**src/rtl/signal_debounce_if.sv**
```systemverilog
// Signal bundle between the raw serial line, the debouncer and the sequence detector.
// The glitch_cnt member exists only when DEBOUNCE_GLITCH_CNT_EN is defined.
interface signal_debounce_if;
  logic       signal_in;
  logic       signal_out;
  logic       rise_pulse;
  logic       fall_pulse;
  logic       busy;
`ifdef DEBOUNCE_GLITCH_CNT_EN
  logic [7:0] glitch_cnt;
`endif

  modport master (
    output signal_in,
    input  signal_out,
    input  rise_pulse,
    input  fall_pulse,
    input  busy
`ifdef DEBOUNCE_GLITCH_CNT_EN
    , input glitch_cnt
`endif
  );

  modport slave (
    input  signal_in,
    output signal_out,
    output rise_pulse,
    output fall_pulse,
    output busy
`ifdef DEBOUNCE_GLITCH_CNT_EN
    , output glitch_cnt
`endif
  );
endinterface

```
**src/rtl/signal_debounce.sv**
```systemverilog
// Synchroniser plus 4-state debouncer that qualifies a level after STABLE_CYCLES steady samples.
// Optional saturating rejected-glitch counter enabled by the DEBOUNCE_GLITCH_CNT_EN macro.
module signal_debounce #(
  parameter int SYNC_STAGES   = 2,
  parameter int STABLE_CYCLES = 4,
  parameter int CNT_W         = 3
) (
  input  logic              clk,
  input  logic              rst,
  signal_debounce_if.slave  bus
);

  localparam logic [1:0] IDLE_LOW   = 2'd0;
  localparam logic [1:0] CHECK_HIGH = 2'd1;
  localparam logic [1:0] IDLE_HIGH  = 2'd2;
  localparam logic [1:0] CHECK_LOW  = 2'd3;

  localparam logic [CNT_W-1:0] CNT_LAST = CNT_W'(STABLE_CYCLES - 1);
  localparam logic [CNT_W-1:0] CNT_ONE  = CNT_W'(1);

  logic [SYNC_STAGES-1:0] r_sync;
  logic [1:0]             r_state;
  logic [CNT_W-1:0]       r_cnt;
  logic                   r_out;
  logic                   r_rise;
  logic                   r_fall;
  logic                   r_busy;

  logic                   w_s;
  logic [1:0]             w_state_nxt;
  logic [CNT_W-1:0]       w_cnt_nxt;
  logic                   w_rise;
  logic                   w_fall;
  logic                   w_abort;

  assign w_s = r_sync[SYNC_STAGES-1];

  // NOTE: state registers use non-blocking assignments so every flop samples pre-edge values.
  always_ff @(posedge clk) begin
    if (!rst) r_sync <= '0;
    else      r_sync <= {r_sync[SYNC_STAGES-2:0], bus.signal_in};
  end

  // NOTE: every output of this block gets a default first, so no latch can be inferred.
  always_comb begin
    w_state_nxt = r_state;
    w_cnt_nxt   = r_cnt;
    w_rise      = 1'b0;
    w_fall      = 1'b0;
    w_abort     = 1'b0;
    case (r_state)
      IDLE_LOW: begin
        if (w_s) begin
          w_state_nxt = CHECK_HIGH;
          w_cnt_nxt   = CNT_ONE;
        end
      end
      CHECK_HIGH: begin
        if (!w_s) begin
          w_state_nxt = IDLE_LOW;
          w_cnt_nxt   = '0;
          w_abort     = 1'b1;
        end else if (r_cnt == CNT_LAST) begin
          w_state_nxt = IDLE_HIGH;
          w_cnt_nxt   = '0;
          w_rise      = 1'b1;
        end else begin
          w_cnt_nxt   = r_cnt + CNT_ONE;
        end
      end
      IDLE_HIGH: begin
        if (!w_s) begin
          w_state_nxt = CHECK_LOW;
          w_cnt_nxt   = CNT_ONE;
        end
      end
      CHECK_LOW: begin
        if (w_s) begin
          w_state_nxt = IDLE_HIGH;
          w_cnt_nxt   = '0;
          w_abort     = 1'b1;
        end else if (r_cnt == CNT_LAST) begin
          w_state_nxt = IDLE_LOW;
          w_cnt_nxt   = '0;
          w_fall      = 1'b1;
        end else begin
          w_cnt_nxt   = r_cnt + CNT_ONE;
        end
      end
      default: begin
        w_state_nxt = IDLE_LOW;
        w_cnt_nxt   = '0;
      end
    endcase
  end

  always_ff @(posedge clk) begin
    if (!rst) begin
      r_state <= IDLE_LOW;
      r_cnt   <= '0;
      r_out   <= 1'b0;
      r_rise  <= 1'b0;
      r_fall  <= 1'b0;
      r_busy  <= 1'b0;
    end else begin
      r_state <= w_state_nxt;
      r_cnt   <= w_cnt_nxt;
      r_rise  <= w_rise;
      r_fall  <= w_fall;
      r_busy  <= (w_state_nxt == CHECK_HIGH) || (w_state_nxt == CHECK_LOW);
      if (w_rise)      r_out <= 1'b1;
      else if (w_fall) r_out <= 1'b0;
    end
  end

  assign bus.signal_out = r_out;
  assign bus.rise_pulse = r_rise;
  assign bus.fall_pulse = r_fall;
  assign bus.busy       = r_busy;

`ifdef DEBOUNCE_GLITCH_CNT_EN
  logic [7:0] r_glitch_cnt;

  // Saturates instead of wrapping so a noisy line never looks quiet again.
  always_ff @(posedge clk) begin
    if (!rst)                                r_glitch_cnt <= 8'd0;
    else if (w_abort && r_glitch_cnt != 8'hFF) r_glitch_cnt <= r_glitch_cnt + 8'd1;
  end

  assign bus.glitch_cnt = r_glitch_cnt;
`else
  logic w_abort_unused;
  assign w_abort_unused = w_abort;
`endif

endmodule

```
**src/flat_wrapper.sv**
```systemverilog
// flat-port wrapper written by rule: the top's interface ports become plain ports
module signal_debounce_flat 
#(
  parameter int SYNC_STAGES   = 2,
  parameter int STABLE_CYCLES = 4,
  parameter int CNT_W         = 3
)
  (clk, rst, bus_signal_in, bus_signal_out, bus_rise_pulse, bus_fall_pulse, bus_busy);
  signal_debounce_if bus_i ();
  input  logic clk;
  input  logic rst;
  input wire logic [$bits(bus_i.signal_in)-1:0] bus_signal_in;
  output wire logic [$bits(bus_i.signal_out)-1:0] bus_signal_out;
  output wire logic [$bits(bus_i.rise_pulse)-1:0] bus_rise_pulse;
  output wire logic [$bits(bus_i.fall_pulse)-1:0] bus_fall_pulse;
  output wire logic [$bits(bus_i.busy)-1:0] bus_busy;
  assign bus_i.signal_in = bus_signal_in;
  assign bus_signal_out = bus_i.signal_out;
  assign bus_rise_pulse = bus_i.rise_pulse;
  assign bus_fall_pulse = bus_i.fall_pulse;
  assign bus_busy = bus_i.busy;
  signal_debounce #(.SYNC_STAGES(SYNC_STAGES), .STABLE_CYCLES(STABLE_CYCLES), .CNT_W(CNT_W)) u_core (.clk(clk), .rst(rst), .bus(bus_i));
endmodule
```
**config.mk**
```make
export PLATFORM = sky130hd
export DESIGN_NAME = signal_debounce_flat
export DESIGN_NICKNAME = d
export VERILOG_FILES = /design/src/rtl/signal_debounce_if.sv /design/src/rtl/signal_debounce.sv /design/src/flat_wrapper.sv
export SDC_FILE = /design/constraint.sdc
export NUM_CORES = 1
export LEC_CHECK = 0
export ABC_CLOCK_PERIOD_IN_PS = 2300
export CELL_PAD_IN_SITES_DETAIL_PLACEMENT = 1
export CELL_PAD_IN_SITES_GLOBAL_PLACEMENT = 2
export CORE_MARGIN = 1
export CORE_UTILIZATION = 32
export DETAILED_ROUTE_END_ITERATION = 10
export PLACE_DENSITY_LB_ADDON = 0.1
export SETUP_SLACK_MARGIN = 0.02
export SYNTH_ARGS = -nofsm -noshare
export SYNTH_HDL_FRONTEND = slang
export SYNTH_SLANG_ARGS = --single-unit
```
**constraint.sdc**
```tcl
create_clock -name clk -period 2.3 [get_ports clk]
set_input_delay 0.345 -clock clk [delete_from_list [all_inputs] [get_ports clk]]
set_output_delay 0.345 -clock clk [all_outputs]
set_load 0.01 [all_outputs]
```
Yosys cells after proc, flatten, opt, wreduce, memory -nomap -nowiden
Index checks and enable logic that the tools add are counted.
{"block": "word_totals", "out_inout_bits": 4, "regBits": 11, "inputBits": 3, "wordCells": 40}
{"block": "op_classes", "addsub": 1, "n_mux": 20, "n_eq_ne": 8, "reduce_logical": 4}
{"operator": "$mux 3", "n": 5}
{"operator": "$mux 2", "n": 6}
{"operator": "$pmux 3 s4", "n": 1}
{"operator": "$pmux 2 s4", "n": 1}
{"operator": "$mux 1", "n": 7}
{"operator": "$eq 2x2->1 const B", "n": 3}
{"operator": "$eq 2x1->1 const B", "n": 2}
{"operator": "$add 3x1->3 const B", "n": 1}
{"operator": "$eq 3x2->1 const B", "n": 1}
{"operator": "$logic_not 2->1", "n": 1}
{"operator": "$ne 2x1->1 const B", "n": 1}
{"operator": "$ne 2x2->1 const B", "n": 1}
{"operator": "$reduce_and 2->1", "n": 1}
{"operator": "$reduce_bool 2->1", "n": 1}
{"operator": "$logic_or 1x1->1", "n": 1}

Depth between registers and ports, before layout
Gate-level depths: netlist of run 1.
{"block": "logic_depth", "word_depth": 6, "ltp_mapped": 4, "mapped_depth_nobuf": 4}

Worst setup path before layout of run 1
Ideal clock, no wire load.
{"block": "synth_timing", "kind": "reg-to-reg", "start": "reg u_core.r_cnt[0]", "end": "reg u_core.r_out (netlist: u_core.bus.signal_out)", "setup_ps": 70, "path_slack_ps": 1265, "path_buffers": 0, "synth_period_minus_slack_ps": 1035, "required_ps": 2230, "path_stages_with_launch": 5, "arrival_time_ps": 965, "path_cell_list": "dfxtp_1 -> ha_1 -> and3b_1 -> a21boi_0 -> o2bb2ai_1"}
{"block": "synth_between", "elab_chain_cells": 5, "elab_cells_between_ends": 8, "cone_classes": "eq/ne (1); mux (6); reduce/logical (1)"}
{"item": "from (decl)", "line_no": "signal_debounce.sv:23", "rtl": "logic [CNT_W-1:0] r_cnt;"}
{"item": "from (signal assigned)", "line_no": "signal_debounce.sv:107", "rtl": "r_cnt <= w_cnt_nxt;"}
{"item": "$eq 3x2->1 (*)", "line_no": "signal_debounce.sv:63, signal_debounce.sv:82"}
{"item": "$mux 1 (*)", "line_no": "signal_debounce.sv:63, signal_debounce.sv:82"}
{"item": "$mux 1 (on tied branches)", "line_no": "signal_debounce.sv:59, signal_debounce.sv:78"}
{"item": "$mux 1", "line_no": "signal_debounce.sv:51", "rtl": "case (r_state)"}
{"item": "$mux 1 or $reduce_bool 2->1 (tied branches)"}
{"item": "to (signal assigned)", "line_no": "signal_debounce.sv:101", "rtl": "r_out <= 1'b0;"}
{"item": "to (signal assigned)", "line_no": "signal_debounce.sv:111", "rtl": "if (w_rise) r_out <= 1'b1;"}
{"item": "to (signal assigned)", "line_no": "signal_debounce.sv:112", "rtl": "else if (w_fall) r_out <= 1'b0;"}
{"item": "to (decl)", "line_no": "signal_debounce.sv:24", "rtl": "logic r_out;"}
Mark *: on every way between the ends. The rest lies on a longest branch, timed or not.
A chain may end at the register's enable or synchronous reset.

Worst setup path in the final report of run 1
{"block": "layout_timing", "start": "reg u_core.r_out (netlist: u_core.bus.signal_out)", "end": "out bus_signal_out"}
{"item": "to (decl)", "line_no": "flat_wrapper.sv:13", "rtl": "output wire logic [$bits(bus_i.signal_out)-1:0] bus_signal_out;"}
No word-level cell between the ends.

==> results.py, run 1 <==
metrics = {
    "cts": {
        "clock_path_buffers": 2,
        "cts_sinks": 11,
        "tritoncts": "built",
        "cts.root.buffer_cell": "clkbuf_4",
        "cts_inserted_buffers": 3,
        "hold_buffers": 0,
        "postCtsSetupRepairBufs": 0,
        "htreeDepth": 1,
        "clkTransAtPathRegs_ns": 0.07,
        "clock_latency_ns": 0.26,
        "cts_resized": 0,
    },
    "grt": {
        "grt_pass1_vias": 314,
        "grt_pass1_wl_um": 1442,
        "grt_max_degree": 12,
        "antenna_found_initial": 0,
        "grt-ovfl-total": 0,
        "grt_use_total": 0.1572,
    },
    "timing": {
        "final-setup-viol-count": 0,
        "totalNegativeSetupSlack_ns": 0,
        "post-route-period-util": 0.6548,
        "hold_violations": 0,
        "maxSlewViolCount": 0,
        "rsz0062_at_grt": "no",
        "slew_headroom": 0.7652,
        "clock.fmax_mhz": 664.0,
        "fin_skew_ns": 0.004242,
        "fin_crit_ns": 1.506,
        "worst_pin_slew_ns": 0.3511,
    },
    "synth": {
        "syn_avg_cell_area_um2": 10.45,
        "syn_area_um2": 417.9,
        "ys_types": 19,
        "syn_inst": 40,
        "ys_ff_latch": 11,
        "yosysWarnings": 0,
        "synth_seq_area_share": 0.5269,
        "syn_nets": 44,
    },
    "drt": {
        "via_per_inst": 4.968,
        "routed_wl_um": 858,
        "routedWlPerCell_um": 13.62,
        "firstDrtPassIters": 1,
        "ant_nets": 0,
        "post-route-drc-count": 0,
        "vias": 313,
        "drt_iter0_drc": 0,
    },
    "setup_path": {
        "critPathKind": "flop to output port",
        "timing.critical_path.buf_inv": 1,
        "path_cells": "clkdlybuf4s50_1",
        "cpMaxStageDelayCell": "clkdlybuf4s50_1",
        "worstSetupEndpointType": "output port",
        "worstPathArrival_ns": 1.16,
        "slowest_delay_ns": 0.54,
        "cp_data_required_time_ns": 1.96,
        "path_delay_family": "buffers and inverters",
        "crit_fanout": 3,
        "worstSetupStartpointType": "flop",
    },
    "die": {
        "dieArea_um2": 1454,
        "chipHeight_um": 38.14,
        "die_w_um": 38.14,
        "io_pins": 7,
        "coreArea_um2": 1156,
        "row_count": 12,
        "start_util": 0.3615,
    },
    "cells_and_area": {
        "area_delta_synth_final_pct": 23.95,
        "layoutNonFillerInstCount": 63,
        "final_cell_mix": "11 x dfxtp_1, 6 x nand2_1, 6 x clkdlybuf4s50_1",
        "final_layout_size_suffix_gt1_frac": 0.1020,
        "layout_commonest_cell": "dfxtp_1",
        "nets": 54,
        "n_antenna_cell": 0,
    },
    "run_status": {
        "outcome": "complete, no violations",
    },
    "placement": {
        "gp_congestion": 0.6751,
        "dp_hpwl_um": 660,
        "io_buffers": 6,
        "dp.cells": 59,
    },
    "power": {
        "peakVddDrop_v": 0.0004078,
        "p_leak_uw": 0.0001986,
        "p_total_uw": 336.5,
        "p_per_area_nw_per_um2": 649.6,
    },
    "hold_path": {
        "holdCritPathClass": "flop to flop",
    },
    "run": {
        "maxCapViolations": 0,
    },
}
## layout make-up
type | count | area, um^2
Timing Repair Buffer | 6 | 60.06
Tap cell | 14 | 17.52
Inverter | 1 | 3.754
Multi-Input combinational cell | 27 | 190.2
Clock buffer | 4 | 26.28
Fill cell | 126 | 638.1
Sequential cell | 11 | 220.2
## Yosys cell counts
| cell type | number | area share |
|---|---|---|
| dfxtp_1 | 11 | 0.53 |
| nand2_1 | 6 | 0.054 |
| and3_1 | 3 | 0.045 |
| a21boi_0 | 2 | 0.036 |
| a21oi_1 | 2 | 0.024 |
| and2_1 | 2 | 0.030 |
| nand3b_1 | 2 | 0.036 |
| and3b_1 | 1 | 0.021 |
| clkbuf_1 | 1 | 0.0090 |
| ha_1 | 1 | 0.030 |
| inv_1 | 1 | 0.0090 |
| nor3_1 | 1 | 0.012 |
| nor3b_1 | 1 | 0.018 |
| nor3b_2 | 1 | 0.030 |
| o2111a_1 | 1 | 0.027 |
| o21a_1 | 1 | 0.018 |
| o2bb2ai_1 | 1 | 0.021 |
| or2_1 | 1 | 0.015 |
| xor2_2 | 1 | 0.039 |
## registers in the layout (all words and copies together) (netlist names)
register	flops
u_core.bus.rise_pulse	1
u_core.bus.signal_out	1
u_core.r_cnt	3
u_core.r_state	2
u_core.bus.busy	1
u_core.r_sync	2
u_core.bus.fall_pulse	1
## cells by family (layout without fill, tap and decap cells)
family / after synthesis / count (layout) / synth area share
AO/OA/AOI/OAI: 7 / 7 / 0.1257
flip-flops: 11 / 11 / 0.5269
buffers and inverters: 2 / 11 / 0.01795
AND/OR/NAND/NOR: 18 / 18 / 0.2605
XOR/XNOR: 1 / 1 / 0.03893
adder cells (fa/ha/maj): 1 / 1 / 0.02994
## power breakdown
part	leakage [uW]	switching (uW)	internal [uW]	total (uW)
clock network	0.0000150	59.2	67.0	126
logic	0.0000943	5.60	7.58	13.2
registers	0.0000893	3.11	194	197
## layer usage
| metal | part of all wire | up-vias | routed length [um] | GRT usage |
|---|---|---|---|---|
| li1 | - | 155 | - | - |
| met1 | 0.42 | 150 | 358 | 0.1533 |
| met2 | 0.53 | 8 | 453 | 0.2754 |
| met3 | 0.054 | 0 | 46 | 0.08721 |
| met4 | 0 | 0 | 0 | 0.05357 |
| met5 | 0 | - | 0 | 0 |
## path summary, 6_finish.rpt
| path | from | to | slack, ns | depth (start not counted) |
|---|---|---|---|---|
| worst max-delay path | u_core.bus.signal_out$_SDFFE_PN0P_ | bus_signal_out | 0.79 | 1 |
| worst min-delay path | u_core.r_sync[0]$_SDFF_PN0_ | u_core.r_sync[1]$_SDFF_PN0_ | 0.44 | 1 |
| worst max register to register | u_core.r_cnt[0]$_SDFFE_PN0P_ | u_core.bus.signal_out$_SDFFE_PN0P_ | 1.13 | 4 |
| worst min register to register | u_core.r_sync[0]$_SDFF_PN0_ | u_core.r_sync[1]$_SDFF_PN0_ | 0.44 | 1 |
## per-stage QoR
step	area [um^2]	hold slack (ns)	setup slack, ns	util
finish	518.0	0.4387	0.7940	0.4481
global route	518.0	0.4650	0.7544	0.4481
CTS	518.0	0.4475	0.7880	0.4481
detailed placement	491.7	0.4292	0.8768	0.4253
global placement	491.7	0.4200	0.9584	0.4253
floorplan	417.9	0.4119	1.265	-
(Power assumes the default switching activity.)
==> run 2: changes to the inputs <==
--- a/config.mk
+++ b/config.mk
@@ -5,11 +5,11 @@
 export SDC_FILE = /design/constraint.sdc
 export NUM_CORES = 1
 export LEC_CHECK = 0
-export ABC_CLOCK_PERIOD_IN_PS = 2300
+export ABC_CLOCK_PERIOD_IN_PS = 1500
 export CELL_PAD_IN_SITES_DETAIL_PLACEMENT = 1
 export CELL_PAD_IN_SITES_GLOBAL_PLACEMENT = 2
 export CORE_MARGIN = 1
-export CORE_UTILIZATION = 32
+export CORE_UTILIZATION = 29
 export DETAILED_ROUTE_END_ITERATION = 10
 export PLACE_DENSITY_LB_ADDON = 0.1
 export SETUP_SLACK_MARGIN = 0.02
==> constraint.sdc (replaced) <==
create_clock -name clk -period 1.5 [get_ports clk]
set_input_delay 0.225 -clock clk [delete_from_list [all_inputs] [get_ports clk]]
set_output_delay 0.225 -clock clk [all_outputs]
set_load 0.01 [all_outputs]
==> results.py, run 2 (same netlist as run 1, synthesis figures left out) <==
metrics = {
    "die": {
        "start_util": 0.3172,
        "dieArea_um2": 1597,
        "chipHeight_um": 39.96,
        "die_w_um": 39.96,
        "io_pins": 7,
        "coreArea_um2": 1318,
        "row_count": 13,
    },
    "power": {
        "peakVddDrop_v": 0.0003206,
        "p_total_uw": 524.4,
        "p_per_area_nw_per_um2": 1010,
        "p_leak_uw": 0.0001986,
    },
    "cells_and_area": {
        "top_register": "u_core.r_cnt",
        "final_layout_size_suffix_gt1_frac": 0.1020,
        "layout_commonest_cell": "dfxtp_1",
        "reg_top3": "u_core.r_cnt x3, u_core.r_state x2, u_core.r_sync x2",
        "area_delta_synth_final_pct": 24.25,
        "n_antenna_cell": 0,
        "nets": 54,
        "final_cell_mix": "11 x dfxtp_1, 6 x nand2_1, 6 x clkdlybuf4s50_1",
        "largest_reg_flops": 3,
    },
    "setup_path": {
        "path_cells": "clkdlybuf4s50_1",
        "worstSetupEndpointType": "output port",
        "slowest_delay_ns": 0.54,
        "r2r_cells": 4,
        "critPathKind": "flop to output port",
        "r2r_setup_slack_ns": 0.37,
        "worstSetupStartpointType": "flop",
        "timing.critical_path.buf_inv": 1,
        "cpMaxStageDelayCell": "clkdlybuf4s50_1",
        "crit_fanout": 3,
        "cp_data_required_time_ns": 1.27,
        "r2r-start": "u_core.r_cnt[0]$_SDFFE_PN0P_",
        "r2r-end": "u_core.bus.fall_pulse$_SDFF_PN0_",
        "path_delay_family": "buffers and inverters",
        "worstPathArrival_ns": 1.16,
    },
    "run": {
        "maxCapViolations": 0,
    },
    "grt": {
        "grt-ovfl-total": 0,
        "grt_use_total": 0.1304,
        "grt_pass1_wl_um": 1324,
        "grt_pass1_vias": 320,
        "antenna_found_initial": 0,
        "grt_max_degree": 12,
    },
    "hold_path": {
        "holdCritPathClass": "flop to flop",
        "hold_path_depth": 1,
        "hold_end": "u_core.r_sync[1]$_SDFF_PN0_",
        "hp-start": "u_core.r_sync[0]$_SDFF_PN0_",
    },
    "placement": {
        "io_buffers": 6,
        "dp_hpwl_um": 533.7,
        "gp_congestion": 0.6614,
    },
    "timing": {
        "worst_pin_slew_ns": 0.3326,
        "hold_violations": 0,
        "maxSlewViolCount": 0,
        "fin_skew_ns": 0.003816,
        "fin_crit_ns": 1.388,
        "totalNegativeSetupSlack_ns": 0,
        "final-setup-viol-count": 0,
        "rsz0062_at_grt": "no",
        "post-route-period-util": 0.9255,
        "clock.fmax_mhz": 720.3,
        "slew_headroom": 0.7776,
    },
    "cts": {
        "tritoncts": "built",
        "cts_inserted_buffers": 3,
        "clock_path_buffers": 2,
        "hold_buffers": 0,
        "cts_sinks": 11,
        "cts.root.buffer_cell": "clkbuf_4",
        "htreeDepth": 1,
        "postCtsSetupRepairBufs": 0,
        "clkTransAtPathRegs_ns": 0.07,
        "cts_resized": 0,
        "clock_latency_ns": 0.27,
    },
    "drt": {
        "via_per_inst": 4.844,
        "ant_nets": 0,
        "routed_wl_um": 755,
        "drt_iter0_drc": 4,
        "vias": 310,
        "post-route-drc-count": 0,
        "routedWlPerCell_um": 11.80,
        "firstDrtPassIters": 2,
    },
    "run_status": {
        "outcome": "complete, no violations",
    },
}
run 2: cell counts in the layout (fill, tap and decap cells not counted):
Identical to the previous run, type by type.
run 2: metal layers:
metal | track usage | vias to the layer above | part of all wire
li1 | - | 154 | -
met1 | 0.1512 | 147 | 0.45
met2 | 0.2016 | 7 | 0.49
met3 | 0.03333 | 2 | 0.034
met4 | 0.1034 | 0 | 0.023
met5 | 0 | - | 0
run 2: where the power goes:
| part | switching, uW | leakage [uW] | internal (uW) |
|---|---|---|---|
| clock | 99.9 | 0.0000150 | 103 |
| combinational | 8.08 | 0.0000943 | 11.6 |
| sequential | 4.47 | 0.0000893 | 297 |
| total | 112 | 0.000199 | 412 |
run 2: layout make-up:
class	instances	area (um^2)
Inverter	1	3.754
Timing Repair Buffer	6	60.06
Tap cell	15	18.77
Clock buffer	4	26.28
Multi-Input combinational cell	27	190.2
Fill cell	152	798.3
Sequential cell	11	220.2
run 2: stage by stage:
step | cell area, um^2 | hold WS (ns) | utilization | instances | setup slack [ns]
floorplan | 417.9 | 0.3523 | - | 40 | 0.4650
global placement | 493.0 | 0.4208 | 0.3742 | 60 | 0.2721
detailed placement | 493.0 | 0.4214 | 0.3742 | 60 | 0.1822
CTS | 519.2 | 0.4397 | 0.3941 | 64 | 0.08832
global route | 519.2 | 0.4733 | 0.3941 | 64 | 0.06612
finish | 519.2 | 0.4350 | 0.3941 | 64 | 0.1117
run 2: how the worst max path moves through the flow:
stage / from / slack (ns) / depth (start not counted) / endpoint
2_1_floorplan: u_core.r_cnt[0]$_SDFFE_PN0P_ / 0.47 / 4 / u_core.bus.signal_out$_SDFFE_PN0P_
6_report: u_core.bus.signal_out$_SDFFE_PN0P_ / 0.11 / 1 / bus_signal_out
3_5_place_dp: rst / 0.18 / 3 / u_core.bus.fall_pulse$_SDFF_PN0_
5_1_grt: u_core.bus.signal_out$_SDFFE_PN0P_ / 0.07 / 1 / bus_signal_out
3_3_place_gp: rst / 0.27 / 3 / u_core.bus.rise_pulse$_SDFF_PN0_
4_1_cts: u_core.bus.signal_out$_SDFFE_PN0P_ / 0.09 / 1 / bus_signal_out
